--- src/rtl/regfile_bist.sv ---
// BIST initiator for a 32x32 register file: clear, zero-check, pattern write, pattern read-back.
// Outputs are registered from the current state, so each phase appears one cycle after the state enters it.
module regfile_bist #(
    parameter int unsigned MULT = 5,
    parameter logic [31:0] SEED = 32'h0000_0000
) (
    input  logic        clk,
    input  logic        rst,
    input  logic        start,
    output logic        rf_rst,
    output logic        rf_we,
    output logic [4:0]  rf_waddr,
    output logic [31:0] rf_wdata,
    output logic [4:0]  rf_raddr1,
    output logic [4:0]  rf_raddr2,
    input  logic [31:0] rf_rdata1,
    input  logic [31:0] rf_rdata2,
    output logic        busy,
    output logic        done,
    output logic        pass,
    output logic [7:0]  err_cnt,
    output logic [4:0]  fail_addr,
    output logic        fail_port,
    output logic        fail_phase
);

    localparam int unsigned AW = 5;
    localparam int unsigned DW = 32;
    localparam int unsigned CW = 8;

    typedef enum logic [2:0] {IDLE, CLR, CHK0, WR, RD, DONE} state_t;

    state_t          state, state_nxt;
    logic [AW-1:0]   cnt, cnt_nxt;
    logic            chk_q, chk_nxt;
    logic            rd_q, rd_nxt;
    logic            accept, mis1, mis2;
    logic            rf_rst_nxt, rf_we_nxt, busy_nxt, done_nxt, pass_nxt;
    logic [AW-1:0]   rf_waddr_nxt, rf_raddr1_nxt, rf_raddr2_nxt, fail_addr_nxt;
    logic [DW-1:0]   rf_wdata_nxt;
    logic [CW-1:0]   err_nxt;
    logic            fail_port_nxt, fail_phase_nxt;

    function automatic logic [DW-1:0] pat(input logic [AW-1:0] a);
        return (DW'(a) * DW'(MULT)) ^ SEED;
    endfunction

    // State, counter and every output register
    always_ff @(posedge clk) begin
        if (!rst) begin
            state      <= IDLE;
            cnt        <= '0;
            chk_q      <= 1'b0;
            rd_q       <= 1'b0;
            rf_rst     <= 1'b0;
            rf_we      <= 1'b0;
            rf_waddr   <= '0;
            rf_wdata   <= '0;
            rf_raddr1  <= '0;
            rf_raddr2  <= '0;
            busy       <= 1'b0;
            done       <= 1'b0;
            pass       <= 1'b0;
            err_cnt    <= '0;
            fail_addr  <= '0;
            fail_port  <= 1'b0;
            fail_phase <= 1'b0;
        end else begin
            state      <= state_nxt;
            cnt        <= cnt_nxt;
            chk_q      <= chk_nxt;
            rd_q       <= rd_nxt;
            rf_rst     <= rf_rst_nxt;
            rf_we      <= rf_we_nxt;
            rf_waddr   <= rf_waddr_nxt;
            rf_wdata   <= rf_wdata_nxt;
            rf_raddr1  <= rf_raddr1_nxt;
            rf_raddr2  <= rf_raddr2_nxt;
            busy       <= busy_nxt;
            done       <= done_nxt;
            pass       <= pass_nxt;
            err_cnt    <= err_nxt;
            fail_addr  <= fail_addr_nxt;
            fail_port  <= fail_port_nxt;
            fail_phase <= fail_phase_nxt;
        end
    end

    // Next state, next outputs and the compare of the read data presented this cycle
    always_comb begin
        state_nxt      = state;
        cnt_nxt        = cnt;
        chk_nxt        = 1'b0;
        rd_nxt         = 1'b0;
        rf_rst_nxt     = 1'b0;
        rf_we_nxt      = 1'b0;
        rf_waddr_nxt   = '0;
        rf_wdata_nxt   = '0;
        rf_raddr1_nxt  = '0;
        rf_raddr2_nxt  = '0;
        busy_nxt       = 1'b0;
        done_nxt       = 1'b0;
        mis1           = 1'b0;
        mis2           = 1'b0;
        fail_addr_nxt  = fail_addr;
        fail_port_nxt  = fail_port;
        fail_phase_nxt = fail_phase;

        // busy gates the one DONE cycle whose outputs still show the last read
        accept = start && !busy && (state == IDLE || state == DONE);

        if (chk_q) begin
            mis1 = (rf_rdata1 != '0);
            mis2 = (rf_rdata2 != '0);
        end else if (rd_q) begin
            mis1 = (rf_rdata1 != pat(rf_raddr1));
            mis2 = (rf_rdata2 != pat(rf_raddr2));
        end
        err_nxt = err_cnt + CW'(mis1) + CW'(mis2);
        if (err_cnt == '0 && (mis1 || mis2)) begin
            fail_addr_nxt  = mis1 ? rf_raddr1 : rf_raddr2;
            fail_port_nxt  = !mis1;
            fail_phase_nxt = rd_q;
        end

        case (state)
            IDLE: begin
                if (accept) begin
                    state_nxt = CLR;
                    cnt_nxt   = '0;
                end
            end
            CLR: begin
                rf_rst_nxt = 1'b1;
                busy_nxt   = 1'b1;
                cnt_nxt    = '0;
                state_nxt  = CHK0;
            end
            CHK0: begin
                chk_nxt       = 1'b1;
                busy_nxt      = 1'b1;
                rf_raddr1_nxt = cnt;
                rf_raddr2_nxt = ~cnt;
                cnt_nxt       = cnt + AW'(1);
                if (cnt == '1) state_nxt = WR;
            end
            WR: begin
                busy_nxt     = 1'b1;
                rf_we_nxt    = 1'b1;
                rf_waddr_nxt = cnt;
                rf_wdata_nxt = pat(cnt);
                cnt_nxt      = cnt + AW'(1);
                if (cnt == '1) state_nxt = RD;
            end
            RD: begin
                rd_nxt        = 1'b1;
                busy_nxt      = 1'b1;
                rf_raddr1_nxt = cnt;
                rf_raddr2_nxt = ~cnt;
                cnt_nxt       = cnt + AW'(1);
                if (cnt == '1) state_nxt = DONE;
            end
            DONE: begin
                if (accept) begin
                    state_nxt = CLR;
                    cnt_nxt   = '0;
                end else begin
                    done_nxt = 1'b1;
                end
            end
            default: state_nxt = IDLE;
        endcase

        if (accept) begin
            err_nxt        = '0;
            fail_addr_nxt  = '0;
            fail_port_nxt  = 1'b0;
            fail_phase_nxt = 1'b0;
        end
        pass_nxt = done_nxt && (err_nxt == '0);
    end

endmodule

--- config.mk ---
export PLATFORM = sky130hd
export DESIGN_NAME = regfile_bist
export DESIGN_NICKNAME = d
export VERILOG_FILES = /design/src/rtl/regfile_bist.sv
export SDC_FILE = /design/constraint.sdc
export NUM_CORES = 1
export LEC_CHECK = 0
export ABC_AREA = 1
export CAP_MARGIN = 30
export CORE_MARGIN = 2
export CORE_UTILIZATION = 32
export CTS_BUF_LIST = sky130_fd_sc_hd__clkbuf_4 sky130_fd_sc_hd__clkbuf_8 sky130_fd_sc_hd__clkbuf_16
export CTS_CLUSTER_SIZE = 24
export DETAILED_ROUTE_END_ITERATION = 7
export PLACE_DENSITY = 0.65
export SETUP_SLACK_MARGIN = 0.3
export SYNTH_ARGS = -nofsm -noshare
export SYNTH_HDL_FRONTEND = slang
export SYNTH_SLANG_ARGS = --single-unit
--- constraint.sdc ---
create_clock -name clk -period 4.2 [get_ports clk]
set_input_delay 1.26 -clock clk [delete_from_list [all_inputs] [get_ports clk]]
set_output_delay 1.26 -clock clk [all_outputs]
set_load 0.03 [all_outputs]
==> results of run 1 <==
==> through the flow <==
step / setup WS (ps) / cells
3_5_place_dp: 101 / 691
2_1_floorplan: 581 / 475
3_3_place_gp: 160 / 691
4_1_cts: 428 / 699
6_report: 576 / 706
5_1_grt: 298 / 706
==> report_power, final <==
group / leakage (uW) / internal [uW] / switching, uW / total [uW]
Sequential: 0.000415 / 563 / 76.7 / 640
Clock: 0.0000408 / 119 / 171 / 290
Combinational: 0.00161 / 385 / 538 / 923
==> worst max-delay path, stage by stage <==
cell and delay, ps:
clkdlybuf4s50_1 400, nor2_1 110, nand2_1 60, nor2_1 160
nand2_1 70, nor2_1 110, nand3_1 90, nand2_1 60
nand2_1 90, nand2_2 100, inv_1 60, fa_2 360
nand2_2 80, inv_2 50, or2_2 280, nand2_2 70
inv_1 40, o41ai_2 190, nand4_1 130, nor2_1 120
==> sequential cells by signal (all words and copies together), names as in the netlist, 3 cells and up <==
| register | cells |
|---|---|
| err_cnt | 8 |
| fail_addr | 5 |
| rf_wdata | 6 |
| cnt | 5 |
| state | 3 |
| rf_raddr1 | 5 |
| rf_raddr2 | 5 |
| rf_waddr | 5 |
==> Yosys cell counts (2+ instances only) <==
library cell,number,area (sq um)
a21oi_1,14,70.1
buf_2,2,10.0
buf_4,26,195
dfxtp_1,51,1020
fa_1,4,80.1
ha_1,20,250
inv_1,56,210
inv_2,5,18.8
nand2_1,94,353
nand2_2,5,31.3
nand2_4,3,33.8
nand3_1,30,150
nand3_4,2,35.0
nand3b_1,2,15.0
nand4_1,3,18.8
nor2_1,85,319
nor2_2,4,25.0
nor3_1,11,55.1
nor3_2,2,20.0
nor4_1,4,25.0
o21ai_0,3,15.0
o21ai_1,2,10.0
o21ai_2,3,26.3
xnor2_1,8,70.1
xor2_1,3,26.3
==> per-layer routing <==
metal,share of wire (%),GRT usage (%),vias up
met5,0,0,-
met4,1.1,3.96,0
met3,7.3,4.15,8
met2,47,26.6,104
met1,44,17.8,1319
li1,-,-,1605
==> area by class of cell <==
| class | count | area [sq um] |
|---|---|---|
| clock inverter | 3 | 23.8 |
| clock buffer | 5 | 68.8 |
| sequential | 51 | 1030 |
| timing repair buffer | 118 | 1170 |
| fill | 962 | 5160 |
| inverter | 63 | 239 |
| multi-input combinational | 333 | 1830 |
| tap | 133 | 166 |
==> final timing paths <==
kind	from	end	slack, ps	cells past startpoint
setup / recovery	rf_rdata2[23]	pass$_SDFF_PN0_	580	20
hold reg to reg	fail_port$_SDFFE_PP0P_	fail_port$_SDFFE_PP0P_	450	2
hold / removal	fail_port$_SDFFE_PP0P_	fail_port$_SDFFE_PP0P_	450	2
setup reg to reg	rf_raddr1[1]$_SDFF_PN0_	pass$_SDFF_PN0_	620	21
==> logic make-up after synthesis <==
logic type	Yosys count	share of synthesized area, %
simple gates	249	35.2
fa+ha+maj	24	10.4
xor+xnor	11	3.03
other cells	1	0.118
buf+inv	91	14.0
flops	51	32.1
compound gates	25	5.20
==> what timing repair did <==
action,CTS,global route
endpoints found under the setup margin,0,4
gates resized for setup,0,17
buffers inserted,0,7
hold buffers,0,0
==> flow_metrics.py, run 1 <==
metrics = {
    "status": {
        "status": "complete, no violations",
    },
    "timing": {
        "fin_crit_sh_pct": 86.3,
        "drv_slew": 0,
        "period_minus_slack_ps": 3620,
        "tightest_slew_ps": 539,
        "whs_ps": 451,
        "tns_ps": 0,
        "rsz0062_at_grt": "false",
        "slew_headroom_pct": 63.9,
        "hold_viol": 0,
        "timing.fmax_ghz": 0.276,
        "fin_skew_ps": 3.90,
        "setup_violations": 0,
    },
    "placed_design": {
        "dpl.hpwl_microns": 6340,
        "gp_congestion": 0.852,
        "portBuffers": 109,
        "placed_area_sq_mm": 0.00433,
    },
    "routing": {
        "wirelength_microns": 7890,
        "dr.pass1.iters": 4,
        "ant_nets": 0,
        "wire_per_inst_microns": 11.2,
        "route.detailed.drc": 0,
        "drt_iter0_drc": 109,
        "avgViaCountPerCell": 4.30,
        "via_count": 3036,
    },
    "synth": {
        "synth-async-reset-ratio_pct": 0,
        "synth_flop_cell": "dfxtp_1",
        "synth_edf_count": 0,
        "synth-seq-cells": 51,
        "ys_warn_count": 0,
        "synthDistinctLibCells": 35,
        "synth_area_sq_mm": 0.00318,
        "syn_avg_cell_area_sq_um": 7.03,
        "syn_inst": 452,
        "yosysSeqAreaShare_pct": 32.1,
    },
    "floorplanning": {
        "die_area_sq_mm": 0.0107,
        "io_pins": 134,
        "core_region_area_sq_mm": 0.00968,
        "die_h_microns": 104,
        "initial_core_util_pct": 32.8,
        "rows": 36,
        "die-width_microns": 104,
    },
    "clock_tree": {
        "numCtsBuffers": 5,
        "root_buffer": "clkbuf_8",
        "clock_sinks": 51,
        "cts_buffer_depth": 2,
        "worstSkewPairLatency_ps": 300,
        "path_clk_slew_ps": 90,
        "htreeDepth": 2,
        "cts_tree": "built",
    },
    "run": {
        "drv_cap": 0,
    },
    "worst_setup_path": {
        "arrival_ps": 3870,
        "timing_worst_setup_path_type": "in -> reg",
        "end_kind": "flip-flop",
        "cp.required_ps": 4450,
        "cp-start-kind": "primary input",
        "crit_fanout": 5,
    },
    "grt": {
        "gr-total-overflow": 0,
        "grt_max_degree": 18,
        "grt_pass1_wl_microns": 13600,
        "track_usage_pct": 15.0,
        "antenna_found_initial": 0,
        "first_global_vias": 2997,
    },
    "layout": {
        "drive_gt1_share_pct": 10.5,
        "fin_area_sq_mm": 0.00452,
        "fin_util_pct": 46.7,
        "antenna_cells": 0,
        "area_delta_synth_final_pct": 42.3,
        "nets": 663,
        "mostFrequentLayoutCells": "106 x clkdlybuf4s50_1, 91 x nand2_1, 82 x nor2_1",
        "layout.cells.most_common": "clkdlybuf4s50_1",
    },
    "hold_path": {
        "hold_class": "reg -> reg",
    },
    "power_and_ir_drop": {
        "power_density_mw_per_mm2": 410,
        "vdd_drop_max_uv": 185,
        "p_leak_uw": 0.00207,
        "power.total_uw": 1850,
    },
}
(Power assumes the default switching activity.)
==> run 2: changes to the inputs <==
CAP_MARGIN = 25   (was 30)
==> results of run 2 <==
Final layout, timing and power as in run 1 (identical DEF).
==> run 3: changes to the inputs <==
ABC_AREA = not set   (was 1)
CORE_UTILIZATION = 25   (was 32)
PLACE_DENSITY = 0.55   (was 0.65)
==> run 3 against run 2 <==
Synthesized area fell by 8.5%. Register-to-register slack got worse by 20 ps. Clock power rose by 41%. Cell count fell by 18%. Maximum frequency fell by 2.1%. Critical path type unchanged. Largest cell class unchanged. Highest routed layer unchanged.
==> flow_metrics.py, run 3 <==
metrics = {
    "worst_setup_path": {
        "path_cells": "clkdlybuf4s50_1 > nand2b_1 > o2111ai_1 > a211oi_2 > a31oi_2 > o21ai_2 > inv_1 > fa_2 > nand3_2 > nor2_2 > and3_1 > nand2_1 > xor2_1 > nor2_1",
        "end_kind": "flip-flop",
        "timing_worst_setup_path_type": "in -> reg",
        "cp.required_ps": 4350,
        "slowest_stage": "clkdlybuf4s50_1",
        "cp-start-kind": "primary input",
        "arrival_ps": 3860,
        "crit_fanout": 3,
        "cp_slowest_stage_delay_ps": 530,
    },
    "layout": {
        "multiInputGateArea_sq_mm": 0.00177,
        "largest_reg_flops": 8,
        "reg_top3": "err_cnt (8), rf_wdata (6)",
        "nets": 527,
        "top_register": "err_cnt",
        "drive_gt1_share_pct": 8.01,
        "fillCellCount": 1187,
        "fin_util_pct": 37.9,
        "seq_area_sq_mm": 0.00102,
        "area_delta_synth_final_pct": 48.0,
        "layout.cells.most_common": "clkdlybuf4s50_1",
        "antenna_cells": 0,
        "mostFrequentLayoutCells": "108 x clkdlybuf4s50_1, 51 x dfxtp_1, 28 x nor2_1",
    },
    "synth": {
        "synthDominantCellAreaShare_pct": 35.1,
        "syn_inst": 322,
        "netlist_top_cells_count": "51 x dfxtp_1, 30 x nor2_1, 26 x buf_4, 23 x xnor2_1, 20 x ha_1",
        "synth_flop_cell": "dfxtp_1",
        "synth_area_sq_mm": 0.00291,
        "synth-seq-cells": 51,
        "synth_area_leaders": "dfxtp_1 35%, ha_1 8.6%, xnor2_1 6.9%",
        "syn_avg_cell_area_sq_um": 9.03,
        "synth_top_area_cell": "dfxtp_1",
        "ys_warn_count": 0,
        "yosysSeqAreaShare_pct": 35.1,
        "synth-async-reset-ratio_pct": 0,
        "yosysMostFrequentCell": "dfxtp_1",
        "synth_edf_count": 0,
        "synthDistinctLibCells": 46,
    },
    "timing": {
        "period_minus_slack_ps": 3700,
        "fin_crit_sh_pct": 88.1,
        "rsz0062_at_grt": "false",
        "timing.fmax_ghz": 0.270,
        "whs_ps": 488,
        "hold_viol": 0,
        "setup_violations": 0,
        "slew_headroom_pct": 57.9,
        "tightest_slew_ps": 625,
        "fin_skew_ps": 12.4,
        "drv_slew": 0,
        "tns_ps": 0,
    },
    "floorplanning": {
        "rows": 39,
        "initial_core_util_pct": 25.6,
        "die-width_microns": 112,
        "io_pins": 134,
        "die_area_sq_mm": 0.0125,
        "core_region_area_sq_mm": 0.0114,
        "die_h_microns": 112,
    },
    "clock_tree": {
        "cts_buffer_depth": 2,
        "clock_sinks": 51,
        "worstSkewPairLatency_ps": 280,
        "numCtsBuffers": 5,
        "root_buffer": "clkbuf_16",
        "cts_tree": "built",
        "path_clk_slew_ps": 70,
        "ctsHoldBuffers": 0,
        "cts_resized": 0,
        "htreeDepth": 2,
        "post-cts-setup-buffers": 0,
    },
    "routing": {
        "route.detailed.drc": 0,
        "drt_iter0_drc": 110,
        "via_count": 2608,
        "wirelength_microns": 7460,
        "ant_nets": 0,
        "wire_per_inst_microns": 12.9,
        "dr.pass1.iters": 4,
        "avgViaCountPerCell": 4.50,
    },
    "placed_design": {
        "portBuffers": 109,
        "dpl.hpwl_microns": 6050,
        "gp_congestion": 0.779,
    },
    "grt": {
        "track_usage_pct": 11.7,
        "antenna_found_initial": 0,
        "first_global_vias": 2583,
        "gr-total-overflow": 0,
        "grt_max_degree": 17,
        "grt_pass1_wl_microns": 12300,
    },
    "power_and_ir_drop": {
        "vdd_drop_max_uv": 144,
        "power_density_mw_per_mm2": 265,
        "p_leak_uw": 0.00173,
        "power.total_uw": 1140,
    },
    "status": {
        "status": "complete, no violations",
    },
    "run": {
        "drv_cap": 0,
    },
    "hold_path": {
        "hold_class": "reg -> reg",
    },
}
## run 3: cell count changes in the layout (fill, tap and decap cells not counted), sizes merged, moves of 4 or more
cell,previous run,this run
o31a,0,4
xnor2,8,24
nand3,33,5
nor3,13,8
a21o,0,4
nor4,4,17
and3,0,10
and2,0,15
inv,63,14
nor2b,0,11
nand2,102,12
nor2,89,30
mux2i,0,5
## run 3: cell type report
class	count	area share, %
Multi-Input combinational cell	250	41.0
Timing Repair Buffer	115	26.4
Sequential cell	51	23.7
Tap cell	143	4.16
Clock buffer	6	3.23
Inverter	13	1.13
Clock inverter	2	0.320
## run 3: worst paths after layout
kind	start	to	slack [ps]	cells after the start
worst max-delay path	rf_rdata1[7]	err_cnt[7]$_SDFF_PN0_	500	14
worst min-delay path	rd_q$_SDFF_PN0_	fail_phase$_SDFFE_PP0P_	490	2
worst max register to register	rf_raddr1[1]$_SDFF_PN0_	err_cnt[7]$_SDFF_PN0_	600	16
worst min register to register	rd_q$_SDFF_PN0_	fail_phase$_SDFFE_PP0P_	490	2
## run 3: routing by layer
metal / global-route usage [%] / share of wire, % / up-vias
met5: 0 / 0 / -
met4: 2.72 / 1.0 / 0
met3: 3.86 / 8.6 / 6
met2: 20.1 / 46 / 99
met1: 14.3 / 44 / 1212
li1: - / - / 1291
## run 3: through the flow
stage | area (sq um) | setup WS (ps) | cells
2_1_floorplan | 3000 | 423 | 345
3_3_place_gp | 4100 | 171 | 572
3_5_place_dp | 4100 | 84.7 | 572
4_1_cts | 4250 | 370 | 580
5_1_grt | 4310 | 284 | 580
6_report | 4310 | 498 | 580
## run 3: power by group
group          switching (uW)  internal, uW  leakage, uW  total (uW)
Combinational             112           107      0.00124         219
Sequential               16.2           495     0.000412         511
Clock                     171           238    0.0000772         409
## run 3: cells by family (layout without fill, tap and decap cells)
kind of cell	after synthesis	in the layout	share of synthesized area [%]
buffers and inverters	44	136	9.08
flip-flops	51	51	35.1
AND/OR/NAND/NOR	121	121	22.6
adder cells (fa/ha/maj)	25	25	11.7
AO/OA/AOI/OAI	45	45	10.4
XOR/XNOR	30	30	9.29
multiplexers	5	5	1.72
other	1	24	0.129
## run 3: critical path, delay by kind of cell
| kind | cells | cell delay [ps] |
|---|---|---|
| buffers and inverters | 2 | 610 |
| AND/OR/NAND/NOR | 6 | 680 |
| AO/OA/AOI/OAI | 4 | 740 |
| XOR/XNOR | 1 | 180 |
| adder cells (fa/ha/maj) | 1 | 380 |
